`src/rtl/cpu_pkg.sv`:
```
// Shared RV32I definitions: widths, NOP encoding, fetch entry layout, opcodes.
package cpu_pkg;

  localparam int XLEN = 32;
  localparam int ILEN = 32;

  localparam logic [ILEN-1:0] NOP_INSTR = 32'h0000_0013;  // addi x0, x0, 0

  // Opcode field [6:0] of the base integer ISA, shared with decode.
  localparam logic [6:0] OPC_LUI      = 7'b0110111;
  localparam logic [6:0] OPC_AUIPC    = 7'b0010111;
  localparam logic [6:0] OPC_JAL      = 7'b1101111;
  localparam logic [6:0] OPC_JALR     = 7'b1100111;
  localparam logic [6:0] OPC_BRANCH   = 7'b1100011;
  localparam logic [6:0] OPC_LOAD     = 7'b0000011;
  localparam logic [6:0] OPC_STORE    = 7'b0100011;
  localparam logic [6:0] OPC_OP_IMM   = 7'b0010011;
  localparam logic [6:0] OPC_OP       = 7'b0110011;
  localparam logic [6:0] OPC_MISC_MEM = 7'b0001111;
  localparam logic [6:0] OPC_SYSTEM   = 7'b1110011;

  typedef struct packed {
    logic [XLEN-1:0] pc;
    logic [ILEN-1:0] instr;
  } fetch_entry_t;

  localparam int FETCH_ENTRY_W = $bits(fetch_entry_t);

endpackage

```
`src/rtl/fetch_fifo.sv`:
```
// Small synchronous FIFO with flush and occupancy count. Head data is
// presented combinationally; push and pop may coincide at any occupancy.
module fetch_fifo #(
  parameter int DEPTH = 2,
  parameter int WIDTH = 64,
  localparam int AW = (DEPTH > 1) ? $clog2(DEPTH) : 1,
  localparam int CW = $clog2(DEPTH + 1)
) (
  input  logic             clk,
  input  logic             rst_n,
  input  logic             i_push,
  input  logic             i_pop,
  input  logic             i_flush,
  input  logic [WIDTH-1:0] i_wdata,
  output logic [WIDTH-1:0] o_rdata,
  output logic [CW-1:0]    o_count
);

  logic [WIDTH-1:0] r_mem [DEPTH];
  logic [AW-1:0]    r_rd_ptr;
  logic [AW-1:0]    r_wr_ptr;
  logic [CW-1:0]    r_count;

  logic w_full;
  logic w_do_pop;
  logic w_do_push;

  function automatic logic [AW-1:0] ptr_inc(input logic [AW-1:0] p);
    return (p == AW'(DEPTH - 1)) ? '0 : p + AW'(1);
  endfunction

  assign w_full    = (r_count == CW'(DEPTH));
  assign w_do_pop  = i_pop && (r_count != '0);
  // A pop frees the slot a same-cycle push lands in, so full+pop+push is legal.
  assign w_do_push = i_push && (!w_full || w_do_pop);

  assign o_rdata = r_mem[r_rd_ptr];
  assign o_count = r_count;

  // Pointer and occupancy update; flush empties the FIFO and drops any push.
  always_ff @(posedge clk or negedge rst_n) begin
    if (!rst_n) begin
      r_rd_ptr <= '0;
      r_wr_ptr <= '0;
      r_count  <= '0;
    end else if (i_flush) begin
      r_rd_ptr <= '0;
      r_wr_ptr <= '0;
      r_count  <= '0;
    end else begin
      if (w_do_push) r_wr_ptr <= ptr_inc(r_wr_ptr);
      if (w_do_pop)  r_rd_ptr <= ptr_inc(r_rd_ptr);
      r_count <= r_count + CW'(w_do_push) - CW'(w_do_pop);
    end
  end

  // Storage write; contents need no reset since r_count gates visibility.
  always_ff @(posedge clk) begin
    if (w_do_push && !i_flush) r_mem[r_wr_ptr] <= i_wdata;
  end

  a_no_overflow: assert property (@(posedge clk) disable iff (!rst_n)
    !(i_push && !i_flush && w_full && !i_pop));

endmodule

```
`src/rtl/fetch_unit.sv`:
```
// RV32I instruction fetch: PC, credit-limited imem requests, in-order tag
// queue for returning PCs, and a fetch buffer feeding decode. Redirects flush
// the buffer and mark every in-flight response for discard.
module fetch_unit
  import cpu_pkg::*;
#(
  parameter logic [XLEN-1:0] RESET_PC = 32'h0000_0000,
  parameter int              DEPTH    = 2
) (
  input  logic            clk,
  input  logic            rst_n,
  output logic            imem_req,
  output logic [XLEN-1:0] imem_addr,
  input  logic            imem_gnt,
  input  logic            imem_rvalid,
  input  logic [ILEN-1:0] imem_rdata,
  input  logic            redirect_valid,
  input  logic [XLEN-1:0] redirect_pc,
  output logic            id_valid,
  input  logic            id_ready,
  output logic [ILEN-1:0] id_instr,
  output logic [XLEN-1:0] id_pc,
  output logic [XLEN-1:0] id_pc_plus4
);

  localparam int CW = $clog2(DEPTH + 1);
  localparam int SW = CW + 1;
  localparam logic [XLEN-1:0] RESET_PC_AL = RESET_PC & ~32'h3;

  logic [XLEN-1:0] r_pc;
  logic [CW-1:0]   r_kill_cnt;
  logic [XLEN-1:0] r_hold_pc;
  logic [ILEN-1:0] r_hold_instr;

  logic [CW-1:0]   w_buf_count;
  logic [CW-1:0]   w_tag_count;
  logic [XLEN-1:0] w_tag_pc;
  logic [XLEN-1:0] w_redirect_pc;
  logic [SW-1:0]   w_slots_used;
  logic            w_credit;
  logic            w_grant;
  logic            w_resp_keep;
  logic            w_buf_pop;
  fetch_entry_t    w_buf_wdata;
  fetch_entry_t    w_head;

  assign w_redirect_pc = redirect_pc & ~32'h3;

  // Outstanding requests are exactly the tag queue occupancy. A slot being
  // popped this cycle counts as free: the response to a request issued now
  // cannot land before that pop has completed, which keeps 1 instr/cycle
  // with DEPTH=2 and single-cycle memory.
  assign w_slots_used = SW'(w_buf_count) + SW'(w_tag_count) - SW'(w_buf_pop);
  assign w_credit     = (w_slots_used < SW'(DEPTH));

  assign imem_req  = rst_n && !redirect_valid && w_credit;
  assign imem_addr = r_pc;
  assign w_grant   = imem_req && imem_gnt;

  // A response in the redirect cycle belongs to the old stream and is dropped.
  assign w_resp_keep = imem_rvalid && (r_kill_cnt == '0) && !redirect_valid;
  assign w_buf_pop   = id_valid && id_ready;
  assign w_buf_wdata = '{pc: w_tag_pc, instr: imem_rdata};

  fetch_fifo #(.DEPTH(DEPTH), .WIDTH(XLEN)) u_tag_q (
    .clk     (clk),
    .rst_n   (rst_n),
    .i_push  (w_grant),
    .i_pop   (imem_rvalid),
    .i_flush (1'b0),
    .i_wdata (r_pc),
    .o_rdata (w_tag_pc),
    .o_count (w_tag_count)
  );

  fetch_fifo #(.DEPTH(DEPTH), .WIDTH(FETCH_ENTRY_W)) u_buf (
    .clk     (clk),
    .rst_n   (rst_n),
    .i_push  (w_resp_keep),
    .i_pop   (w_buf_pop),
    .i_flush (redirect_valid),
    .i_wdata (w_buf_wdata),
    .o_rdata (w_head),
    .o_count (w_buf_count)
  );

  assign id_valid    = (w_buf_count != '0);
  assign id_instr    = id_valid ? w_head.instr : r_hold_instr;
  assign id_pc       = id_valid ? w_head.pc    : r_hold_pc;
  assign id_pc_plus4 = id_pc + 32'd4;

  // Next fetch address: redirect wins, otherwise step by a word on grant.
  always_ff @(posedge clk or negedge rst_n) begin
    if (!rst_n)              r_pc <= RESET_PC_AL;
    else if (redirect_valid) r_pc <= w_redirect_pc;
    else if (w_grant)        r_pc <= r_pc + 32'd4;
  end

  // Discard counter: on redirect every response still in flight after this
  // cycle is stale, which also covers responses already marked for discard.
  always_ff @(posedge clk or negedge rst_n) begin
    if (!rst_n)
      r_kill_cnt <= '0;
    else if (redirect_valid)
      r_kill_cnt <= w_tag_count - CW'(imem_rvalid);
    else if (imem_rvalid && (r_kill_cnt != '0))
      r_kill_cnt <= r_kill_cnt - CW'(1);
  end

  // Last-delivered entry shown to decode while the buffer is empty.
  always_ff @(posedge clk or negedge rst_n) begin
    if (!rst_n) begin
      r_hold_pc    <= RESET_PC;
      r_hold_instr <= NOP_INSTR;
    end else if (redirect_valid) begin
      r_hold_pc    <= RESET_PC;
      r_hold_instr <= NOP_INSTR;
    end else if (w_buf_pop) begin
      r_hold_pc    <= w_head.pc;
      r_hold_instr <= w_head.instr;
    end
  end

  a_rvalid_outstanding: assert property (@(posedge clk) disable iff (!rst_n)
    imem_rvalid |-> (w_tag_count != '0));

endmodule

```
`config.mk`:
```
export PLATFORM = sky130hd
export DESIGN_NAME = fetch_unit
export DESIGN_NICKNAME = d
export VERILOG_FILES = /design/src/rtl/cpu_pkg.sv /design/src/rtl/fetch_fifo.sv /design/src/rtl/fetch_unit.sv
export SDC_FILE = /design/constraint.sdc
export NUM_CORES = 1
export LEC_CHECK = 0
export ABC_AREA = 1
export CORE_UTILIZATION = 35
export CTS_CLUSTER_SIZE = 14
export DETAILED_ROUTE_END_ITERATION = 6
export GPL_TIMING_DRIVEN = 0
export SLEW_MARGIN = 5
export SYNTH_ARGS = -nofsm -noshare
export SYNTH_HDL_FRONTEND = slang
export SYNTH_SLANG_ARGS = --single-unit
```
`constraint.sdc`:
```
create_clock -name clk -period 7.9 [get_ports clk]
set_clock_uncertainty 0.1 [all_clocks]
set_input_delay 0.79 -clock clk [delete_from_list [all_inputs] [get_ports clk]]
set_output_delay 0.79 -clock clk [all_outputs]
set_load 0.02 [all_outputs]
```
==> metrics.md <==
| Metric | Value |
|---|---|
| Placed inst area | `16,300 sq um` |
| Final Max Slew Viols | `0` |
| Worst slack, placed | `3.04 ns` |
| Flops & latches, synth | `roughly 290` |
| Via density | `approximately 4.6` |
| Gr usage total | `0.184` |
| Setup Buffers After CTS | `0` |
| Site Rows | `slightly above 70` |
| Hold crit path type | `in -> async` |
| Critical path launch point | `u_buf.o_count[1]` |
| Final setup fails | `0` |
| Placed cells | `2,237` |
| Avg WL per Cell | `~16 microns` |
| Crit Path Class | `reg -> out` |
| CTS Buffer Depth | `3` |
| Sw frac | `0.416` |
| Logic pwr share | `0.478` |
| Worst-Skew Late Latency | `0.55 ns` |
| Largest net degree at the start of global routing | `55` |
| Maxcap violations | `0` |
| Vias in the first global route | `between 10,000 and 15,000` |
| Post-CTS sizing | `0` |
| Initial drt markers | `676` |
| Relative slew slack | `0.391` |
| Initial antenna violation count | `1` |
| Arr. time, crit path | `3.72 ns` |
| Total power | `6.63 mW` |
| Htree depth | `1` |
| I/O pins | `200` |
| DPL Wire Length | `26.5 mm` |
| Routed Antenna Nets | `0` |
| Total leakage power | `7.15 nW` |
| Crit path max fanout | `10` |
| Final net count | `1,840` |
| Unique masters post-synth | `37` |
| CTS tree | `yes` |
| WHS | `a little over 0.08 ns` |
| FF-to-FF path depth | `14` |
| # hold bufs at CTS | `0` |
| Root Buffer | `clkbuf_16` |
| Final Critical Period | `4.61 ns` |
| CP Launch Type | `register` |
| Clock Sinks | `287` |
| Worst Max-Slew Pin Slew | `0.911 ns` |
| Final non-filler cell total | `2,295` |
| FMAX | `0.217 GHz` |
| Global-route wire length before repair | `approximately 56 mm` |
| Finished Core Util | `0.457` |
| Total net switching power | `2.76 mW` |
| WP data required | `7.01 ns` |
| RSZ-0062 raised after global routing | `false` |
| Synth top area cells | `edfxtp_1 (41%), nand2_1 (19%), dfrtp_1 (18%)` |
| Final Hold Fails | `0` |
| Initial Util | `0.357` |
| Die Area | `39,500 sq um` |
| Maximum vdd drop | `0.000176 V` |
| Outcome | `complete, no violations` |
| Overflow after GRT | `0` |
| Detailed Routing Iterations Pass 1 | `5` |
| Chip width | `approximately 200 microns` |
| Share of cells above drive strength 1 | `0.0763` |
| Setup crit end | `id_pc_plus4[16]` |
| TritonCTS buffer count | `31` |
| DRT Wirelength | `approximately 36 mm` |
| Post-Syn Area | `around 14,000 sq um` |
| Reg-to-Reg End | `u_tag_q.r_mem[1][16]` |
| Post-Synthesis Cells | `1,526` |
| Top-area cell type share of the netlist area | `0.407` |
| Avg Cell Area, Syn | `8.89 sq um` |
| CP Capture Type | `output pin` |
| Register area share after synthesis | `0.598` |
| TNS Setup | `0 ns` |
| Residual DRC | `0` |
| PortBufs | `~190` |
| Clk pwr share | `0.216` |
| Fin crit share | `0.583` |
| Final WS setup | `3.29 ns` |
| Fin area | `17,300 sq um` |
| Yosys warns | `0` |
| Area leader, netlist | `edfxtp_1` |
| Die Y | `199 microns` |
| Origin of the critical flop-to-flop path | `u_buf.o_count[1]` |
| Area grow syn2layout | `27.7%` |
| Clock transition at the registers of the reported paths | `0.06 ns` |
| Routed vias | `approximately 11,000` |
| Reg power frac | `0.306` |
| Flop2flop setup slack | `approximately 3.8 ns` |
| Cell Int Power | `3.87 mW` |
| PwrDens | `about 380 nW/um^2` |
| Core box area | `37,900 sq um` |
| Placer Congestion | `0.899` |
-- layout make-up --
class / instances / area, sq um
clock buffers: 35 / 842
clock inverters: 22 / 193
fillers: 3654 / 20600
flip-flops and latches: 287 / 8110
inverters: 123 / 462
diodes: 1 / 2.50
plain buffers: 61 / 309
repair buffers: 199 / 2050
well taps: 511 / 639
multi-input cells: 1056 / 4720
-- Yosys cell counts --
master    instances
buf_6             3
nand2_4           1
inv_2             7
nand3b_1          1
ha_1             10
conb_1            1
xnor2_1          12
or2_2             2
o21bai_1          4
nor2_2            7
nand4_1           7
nand3_1          65
a31oi_1           1
buf_4            10
o21ai_0          87
fa_1              1
and3b_1           1
dfrtp_1         100
buf_1             7
nor2_1           93
a21o_1            1
o211ai_1         14
dfstp_2           3
nor3_1            4
buf_2            16
a22o_1            5
clkbuf_1         25
nand2_1         681
xor2_1           27
clkinv_1          1
nand2_2          20
inv_1           115
o221ai_1          1
edfxtp_1        184
a21oi_1           7
o31ai_1           1
o21ai_2           1
-- logic make-up (layout without fill, tap and decap cells) --
family,after synthesis,in the layout,synth area share
AOI/OAI and AO/OA,122,122,0.0508
xor gates and xnor gates,39,39,0.0252
adders and majority gates,11,11,0.0107
buffers and inverters,184,440,0.0568
DFF,287,287,0.598
other,1,3,0.000277
and+or+nand+nor,882,882,0.258
-- power by group through the flow --
stage / combinational (mW) / sequential [mW] / clock [mW]
5_1_grt: 3.47 / 2.05 / 1.53
3_5_place_dp: 3.19 / 2.05 / 0
4_1_cts: 3.20 / 2.02 / 1.47
6_report: 3.17 / 2.03 / 1.43
2_1_floorplan: 1.77 / 2.05 / 0
3_3_place_gp: 3.15 / 2.06 / 0
-- placed cells by master (no fill, tap or decap), drive strengths merged, types with 8 or more instances in the layout --
cell / n
nand2: 702
o211ai: 14
nor2: 100
dfrtp: 100
xor2: 27
inv: 123
clkbuf: 60
nand3: 65
clkdlybuf4s50: 193
ha: 10
clkinv: 12
edfxtp: 184
xnor2: 12
buf: 42
clkinvlp: 8
o21ai: 88
-- worst min path at each step --
stage / slack (ns) / start / end
finish: 0.08 / rst_n / imem_addr[23]
global route: 0.09 / rst_n / imem_addr[17]
CTS: 0.08 / rst_n / imem_addr[17]
detailed placement: 0.37 / r_hold_pc[24] / r_hold_pc[24]
global placement: 0.36 / r_hold_instr[0] / r_hold_instr[0]
floorplan: 0.35 / r_hold_instr[0] / r_hold_instr[0]
-- state kept, by name (all words and copies together) (netlist names) --
register,cells
u_buf.o_count,2
u_tag_q.r_rd_ptr,1
u_buf.r_wr_ptr,1
r_hold_pc,31
u_buf.r_rd_ptr,1
u_tag_q.r_wr_ptr,1
r_hold_instr,32
r_kill_cnt,2
u_tag_q.o_count,2
u_buf.r_mem,124
u_tag_q.r_mem,60
imem_addr,30
-- routing by layer --
metal / track usage / part of all wire
met1: 0.260 / 0.48
met2: 0.298 / 0.46
met3: 0.0227 / 0.047
met4: 0.0507 / 0.021
met5: 0 / 0
-- critical path, stage by stage (launching register included) --
cell and delay, ns:
dfrtp_1 0.40, inv_2 0.10, nand2_4 0.10, inv_2 0.12
buf_6 0.16, o21ai_2 0.13, inv_1 0.25, ha_1 0.31
nand3_1 0.24, nor2_1 0.38, nand2_1 0.14, xor2_1 0.20
clkdlybuf4s50_1 0.63
No activity file was read; power rests on OpenSTA's default activity.
